==> src/rtl/fetch_pipe_ctrl_pkg.sv <==
// Purpose : shared constants for the fetch front end, decoder and hazard unit.
// Latency : n/a (constants only).
// Backpr. : n/a.
// Contents: NOP encoding, reset PC default, control-bundle width and bit map.
package fetch_pipe_ctrl_pkg;

    // All-zero instruction doubles as the bubble loaded on a squash.
    localparam logic [15:0] NOP_INSTR    = 16'h0000;
    localparam logic [15:0] RESET_PC_DEF = 16'h0000;

    // Decoded control bundle passed ID->EX. Bit positions are shared with the
    // decoder (producer) and the hazard unit (taps memread in EX).
    localparam int unsigned CTRL_W_DEF        = 8;
    localparam int unsigned CTRL_REGWRITE_BIT = 0;
    localparam int unsigned CTRL_MEMREAD_BIT  = 1;
    localparam int unsigned CTRL_MEMWRITE_BIT = 2;
    localparam int unsigned CTRL_BRANCH_BIT   = 3;
    localparam int unsigned CTRL_ALUSRC_BIT   = 4;
    localparam int unsigned CTRL_ALUOP_LSB    = 5;
    localparam int unsigned CTRL_ALUOP_W      = 3;

endpackage

==> src/rtl/fetch_pipe_ctrl_pipe_reg.sv <==
// Purpose : generic pipeline register with enable and synchronous clear.
// Latency : 1 cycle from d to q.
// Backpr. : en=0 holds the current contents; clr overrides en.
// Ports   : clk, rst_n (async, active-low, loads RST_VAL), en, clr, d -> q.
module pipe_reg #(
    parameter int unsigned    W       = 8,
    parameter logic [W-1:0]   RST_VAL = '0
) (
    input  logic         clk,
    input  logic         rst_n,
    input  logic         en,
    input  logic         clr,
    input  logic [W-1:0] d,
    output logic [W-1:0] q
);

    logic [W-1:0] data_q;
    logic [W-1:0] data_d;

    // Clear wins over enable: a squash must land even while the stage is held.
    always_comb begin
        data_d = data_q;
        if (clr) begin
            data_d = '0;
        end else if (en) begin
            data_d = d;
        end
    end

    always_ff @(posedge clk or negedge rst_n) begin
        if (!rst_n) begin
            data_q <= RST_VAL;
        end else begin
            data_q <= data_d;
        end
    end

    assign q = data_q;

endmodule

==> src/rtl/fetch_pipe_ctrl.sv <==
// Purpose : PC, IF/ID and ID/EX control registers driven by hazard stall/flush and branch redirect.
// Latency : every input acts at the next rising edge; all outputs are registered.
// Backpr. : PCwrite=0 holds pc, Id_write=0 holds IF/ID; ctrl_flush/br_taken insert bubbles.
// Ports   : clk, rst_n; PCwrite, Id_write, ctrl_flush, br_taken, br_target, if_instr, id_ctrl_in
//           -> pc, id_instr, id_pc_plus1, id_valid, ex_ctrl, stall_cnt.
module fetch_pipe_ctrl
    import fetch_pipe_ctrl_pkg::*;
#(
    parameter int unsigned       PC_W     = 16,
    parameter int unsigned       INSTR_W  = 16,
    parameter int unsigned       CTRL_W   = CTRL_W_DEF,
    parameter logic [PC_W-1:0]   RESET_PC = PC_W'(RESET_PC_DEF),
    parameter int unsigned       CNT_W    = 16
) (
    input  logic               clk,
    input  logic               rst_n,
    input  logic               PCwrite,
    input  logic               Id_write,
    input  logic               ctrl_flush,
    input  logic               br_taken,
    input  logic [PC_W-1:0]    br_target,
    input  logic [INSTR_W-1:0] if_instr,
    input  logic [CTRL_W-1:0]  id_ctrl_in,
    output logic [PC_W-1:0]    pc,
    output logic [INSTR_W-1:0] id_instr,
    output logic [PC_W-1:0]    id_pc_plus1,
    output logic               id_valid,
    output logic [CTRL_W-1:0]  ex_ctrl,
    output logic [CNT_W-1:0]   stall_cnt
);

    typedef struct packed {
        logic [INSTR_W-1:0] instr;
        logic [PC_W-1:0]    pc_plus1;
        logic               valid;
    } ifid_t;

    localparam ifid_t IFID_RST = '{instr: INSTR_W'(NOP_INSTR), pc_plus1: '0, valid: 1'b0};

    logic [PC_W-1:0]  pc_q;
    logic [PC_W-1:0]  pc_d;
    logic [PC_W-1:0]  pc_plus1;
    logic [CNT_W-1:0] stall_cnt_q;
    logic [CNT_W-1:0] stall_cnt_d;
    ifid_t            ifid_in;
    ifid_t            ifid_out;
    logic             idex_clr;

    // Natural PC_W-bit arithmetic gives the required wrap at all-ones.
    assign pc_plus1 = pc_q + PC_W'(1);

    // A resolved branch is older than any ID-stage hazard, so it wins over a held PC.
    always_comb begin
        pc_d = pc_q;
        if (br_taken) begin
            pc_d = br_target;
        end else if (PCwrite) begin
            pc_d = pc_plus1;
        end
    end

    // Only genuine hazard holds count; a redirect cycle is not a stall.
    always_comb begin
        stall_cnt_d = stall_cnt_q;
        if (!PCwrite && !br_taken && (stall_cnt_q != {CNT_W{1'b1}})) begin
            stall_cnt_d = stall_cnt_q + CNT_W'(1);
        end
    end

    always_ff @(posedge clk or negedge rst_n) begin
        if (!rst_n) begin
            pc_q        <= RESET_PC;
            stall_cnt_q <= '0;
        end else begin
            pc_q        <= pc_d;
            stall_cnt_q <= stall_cnt_d;
        end
    end

    // IF/ID: squashed by a branch, held by Id_write=0. The pc+1 captured here is the
    // sequential PC of the instruction being fetched now.
    assign ifid_in = '{instr: if_instr, pc_plus1: pc_plus1, valid: 1'b1};

    pipe_reg #(
        .W       ($bits(ifid_t)),
        .RST_VAL (IFID_RST)
    ) u_ifid (
        .clk   (clk),
        .rst_n (rst_n),
        .en    (Id_write),
        .clr   (br_taken),
        .d     (ifid_in),
        .q     (ifid_out)
    );

    // ID/EX: the bubble goes in on the same edge that the stall holds IF/ID, so the
    // held instruction enters EX exactly once, one cycle later. An empty IF/ID slot
    // must also never leak decoder output into EX.
    assign idex_clr = ctrl_flush | br_taken | ~ifid_out.valid;

    pipe_reg #(
        .W       (CTRL_W),
        .RST_VAL ('0)
    ) u_idex (
        .clk   (clk),
        .rst_n (rst_n),
        .en    (1'b1),
        .clr   (idex_clr),
        .d     (id_ctrl_in),
        .q     (ex_ctrl)
    );

    assign pc          = pc_q;
    assign id_instr    = ifid_out.instr;
    assign id_pc_plus1 = ifid_out.pc_plus1;
    assign id_valid    = ifid_out.valid;
    assign stall_cnt   = stall_cnt_q;

endmodule

==> config.mk <==
export PLATFORM = sky130hd
export DESIGN_NAME = fetch_pipe_ctrl
export DESIGN_NICKNAME = d
export VERILOG_FILES = /design/src/rtl/fetch_pipe_ctrl_pkg.sv /design/src/rtl/fetch_pipe_ctrl_pipe_reg.sv /design/src/rtl/fetch_pipe_ctrl.sv
export SDC_FILE = /design/constraint.sdc
export NUM_CORES = 1
export LEC_CHECK = 0
export CAP_MARGIN = 25
export CORE_ASPECT_RATIO = 1.75
export CORE_MARGIN = 5
export CORE_UTILIZATION = 46
export CTS_CLUSTER_SIZE = 12
export DETAILED_ROUTE_END_ITERATION = 6
export MAX_ROUTING_LAYER = met4
export PLACE_DENSITY = 0.8
export SYNTH_ARGS = -nofsm -noshare
export SYNTH_HDL_FRONTEND = slang
export SYNTH_HIERARCHICAL = 1
export SYNTH_SLANG_ARGS = --single-unit
==> constraint.sdc <==
create_clock -name clk -period 2.3 [get_ports clk]
set_clock_uncertainty 0.1 [all_clocks]
set_input_delay 0.345 -clock clk [delete_from_list [all_inputs] [get_ports clk]]
set_output_delay 0.345 -clock clk [all_outputs]
set_load 0.02 [all_outputs]
==> run metrics <==
fraction of the yosys area taken by sequential cells ~51%; Port Buffers around 120; maximum vdd drop ~0.00067 V; Max-Cap Viols 0; ranking of synthesized cells by area dfrtp_1 (51%), mux2i_1 (12%), nor2_1 (5.8%), xor2_1 (5.3%), xnor2_1 (3.6%); clock buffers created by TritonCTS 9; critical path fanouts, max 6; detailed-route wire length just over 9000 um; via count approximately 3000; mapped cell area around 3600 um^2; Chip Width 77.0 um; Synth async-reset ratio 100%; H-Tree Depth 3; NumNets Final roughly 500; Hold Crit Class reg -> reg; max_slew headroom 61.2%; Vias/cell 5.30; Worst-path clk slew around 0.060 ns; leakage 0.00230 uW; share of post-route cells with drive strength above 1 7.66%; synthesized flop and latch total 73; Ys Warns 6; min Tclk post-route roughly 2 ns; Worst-Skew Late Latency 0.33 ns; r2r worst-path depth 5; reg2reg start stall_cnt[0]$_DFFE_PN0P_; Initial Util between 40% and 50%; DRT iter0 DRCs roughly 180; initial antenna violation count 0; Main synth FF type dfrtp_1; worst hold stages 1; WP data arrival ~2.1 ns; post-synth top area share around half; met2 GRT Util between 30% and 40%; M3 GR Usage between 4 and 5%; routability cong. ~0.83; count of final hold-check violations 0; Cells after Synth ~340; total power about 4000 uW; largest net degree at the start of global routing between 40 and 50; worst setup path startpoint stall_cnt[0]$_DFFE_PN0P_; TritonCTS clock tree yes; post-CTS sizing 0; maximum root-to-sink buffer count 2; Final Max Slew Viols 0; Worst Tran Pin Value 0.581 ns; placed wire-length estimate roughly 6900 um; Clock Root Buffer clkbuf_16; largest area contributor in the netlist dfrtp_1; data required time of the critical path roughly 2.5 ns; P&R area growth vs syn 43.4%; Setup CP Type reg -> reg; CP Capture Type flip-flop; min-delay src stall_cnt[13]$_DFFE_PN0P_; # DRC 0; Pwr per Cell Area roughly 760 nW/um^2; Core Area about 7600 um^2; status finished clean; RSZ-0062 raised after global routing false; Die Area 9800 um^2; Final setup viols 0; fin crit share 85.9%; number of global-route vias before repair about 3100; die height 127 um; Cell variety after synth 37; EDFF count, synth 0; I/O pin cnt 119; synth cell count leaders dfrtp_1 (73), nor2_1 (56), mux2i_1 (43), nand2_1 (27), xor2_1 (22); WL per Instance between 15 and 20 um; Total Routing Usage GR roughly a fifth; Pre-antenna DRT Iters 4; most frequent cell after synthesis dfrtp_1; Post-Syn Area per Cell 10.6 um^2; Antenna Violating Nets Remaining 0; Max Fclk roughly 500 MHz; CTS sink cnt 73; n_diodes 0; row count 42; GRT overflow 0; CP Launch Type flip-flop; busiest grt layer met2; M1 GR Usage between 20% and 30%; setup bufs post-CTS 0; setup_tns 0 ns; WHS 0.392 ns; first-pass GRT wire length 15300 um
==> worst max-delay path, stage by stage, from the launching register on <==
cell     delay [ns]
dfrtp_1        0.43
ha_1           0.22
nand3_1        0.26
or3_4          0.45
nor4b_4        0.28
xor2_1         0.17
==> repair_timing <==
item / 4_1_cts / 5_1_grt
hold endpoints to repair: 43 / 0
setup endpoints to repair: 0 / 0
hold buffers: 1 / 0
==> area by class of cell <==
cell class | count | area, um^2
multi-input cells | 246 | 1620
clock buffers | 11 | 253
inverters | 5 | 18.8
fillers | 617 | 2440
repair buffers | 130 | 1270
flip-flops and latches | 73 | 1830
well taps | 88 | 110
clock inverters | 5 | 77.6
==> registers in the layout, summed over array words and instances, names as in the netlist <==
signal     count
u_ifid/q      33
pc            16
stall_cnt     16
u_idex/q       8
==> layout by cell type (no fill, tap or decap), drive strengths merged, types with 7 or more instances in the layout <==
| cell | n |
|---|---|
| nand2 | 27 |
| clkdlybuf4s50 | 115 |
| o21ai | 11 |
| buf | 14 |
| nor3 | 7 |
| dfrtp | 73 |
| nand3 | 11 |
| xor2 | 22 |
| nand4 | 9 |
| nor4 | 11 |
| xnor2 | 15 |
| clkbuf | 11 |
| mux2i | 43 |
| nor2 | 56 |
==> cells by family (layout without fill, tap and decap cells) <==
group	after synthesis	in the layout	share of synthesized area (%)
flops	73	73	50.5
other cells	1	2	0.104
mux	45	45	12.5
simple gates	137	137	18.6
buf+inv	23	151	4.67
fa+ha+maj	2	2	0.692
compound gates	23	23	3.91
xor+xnor	37	37	8.96
==> path summary, 6_finish.rpt <==
| path | end | slack, ns |
|---|---|---|
| worst min-delay path | stall_cnt[13]$_DFFE_PN0P_ | 0.39 |
| worst min register to register | stall_cnt[13]$_DFFE_PN0P_ | 0.39 |
| min in group asynchronous | stall_cnt[4]$_DFFE_PN0P_ | 0.44 |
| worst max register to register | stall_cnt[12]$_DFFE_PN0P_ | 0.33 |
| worst max-delay path | stall_cnt[12]$_DFFE_PN0P_ | 0.33 |
| max in group asynchronous | u_ifid/q[9]$_DFFE_PN0P_ | 1.09 |
==> per-layer routing <==
layer / wire [um] / share of wire [%]
met2: 5080 / 55
met3: 461 / 5.0
met5: 0 / 0
met4: 116 / 1.2
met1: 3630 / 39
==> metrics by stage <==
stage	utilization, %	instances	setup slack [ns]	cell area, um^2
4_1_cts	68.0	558	0.319	5180
3_5_place_dp	63.6	541	0.170	4840
6_report	68.0	558	0.325	5180
5_1_grt	68.0	558	0.202	5180
3_3_place_gp	63.6	541	0.265	4840
2_1_floorplan	-	342	0.312	3620
==> where the power goes <==
group	switching [uW]	internal, uW
clock	517	1000
sequential	158	1410
combinational	431	434
Power figures use the tool's default switching activity.
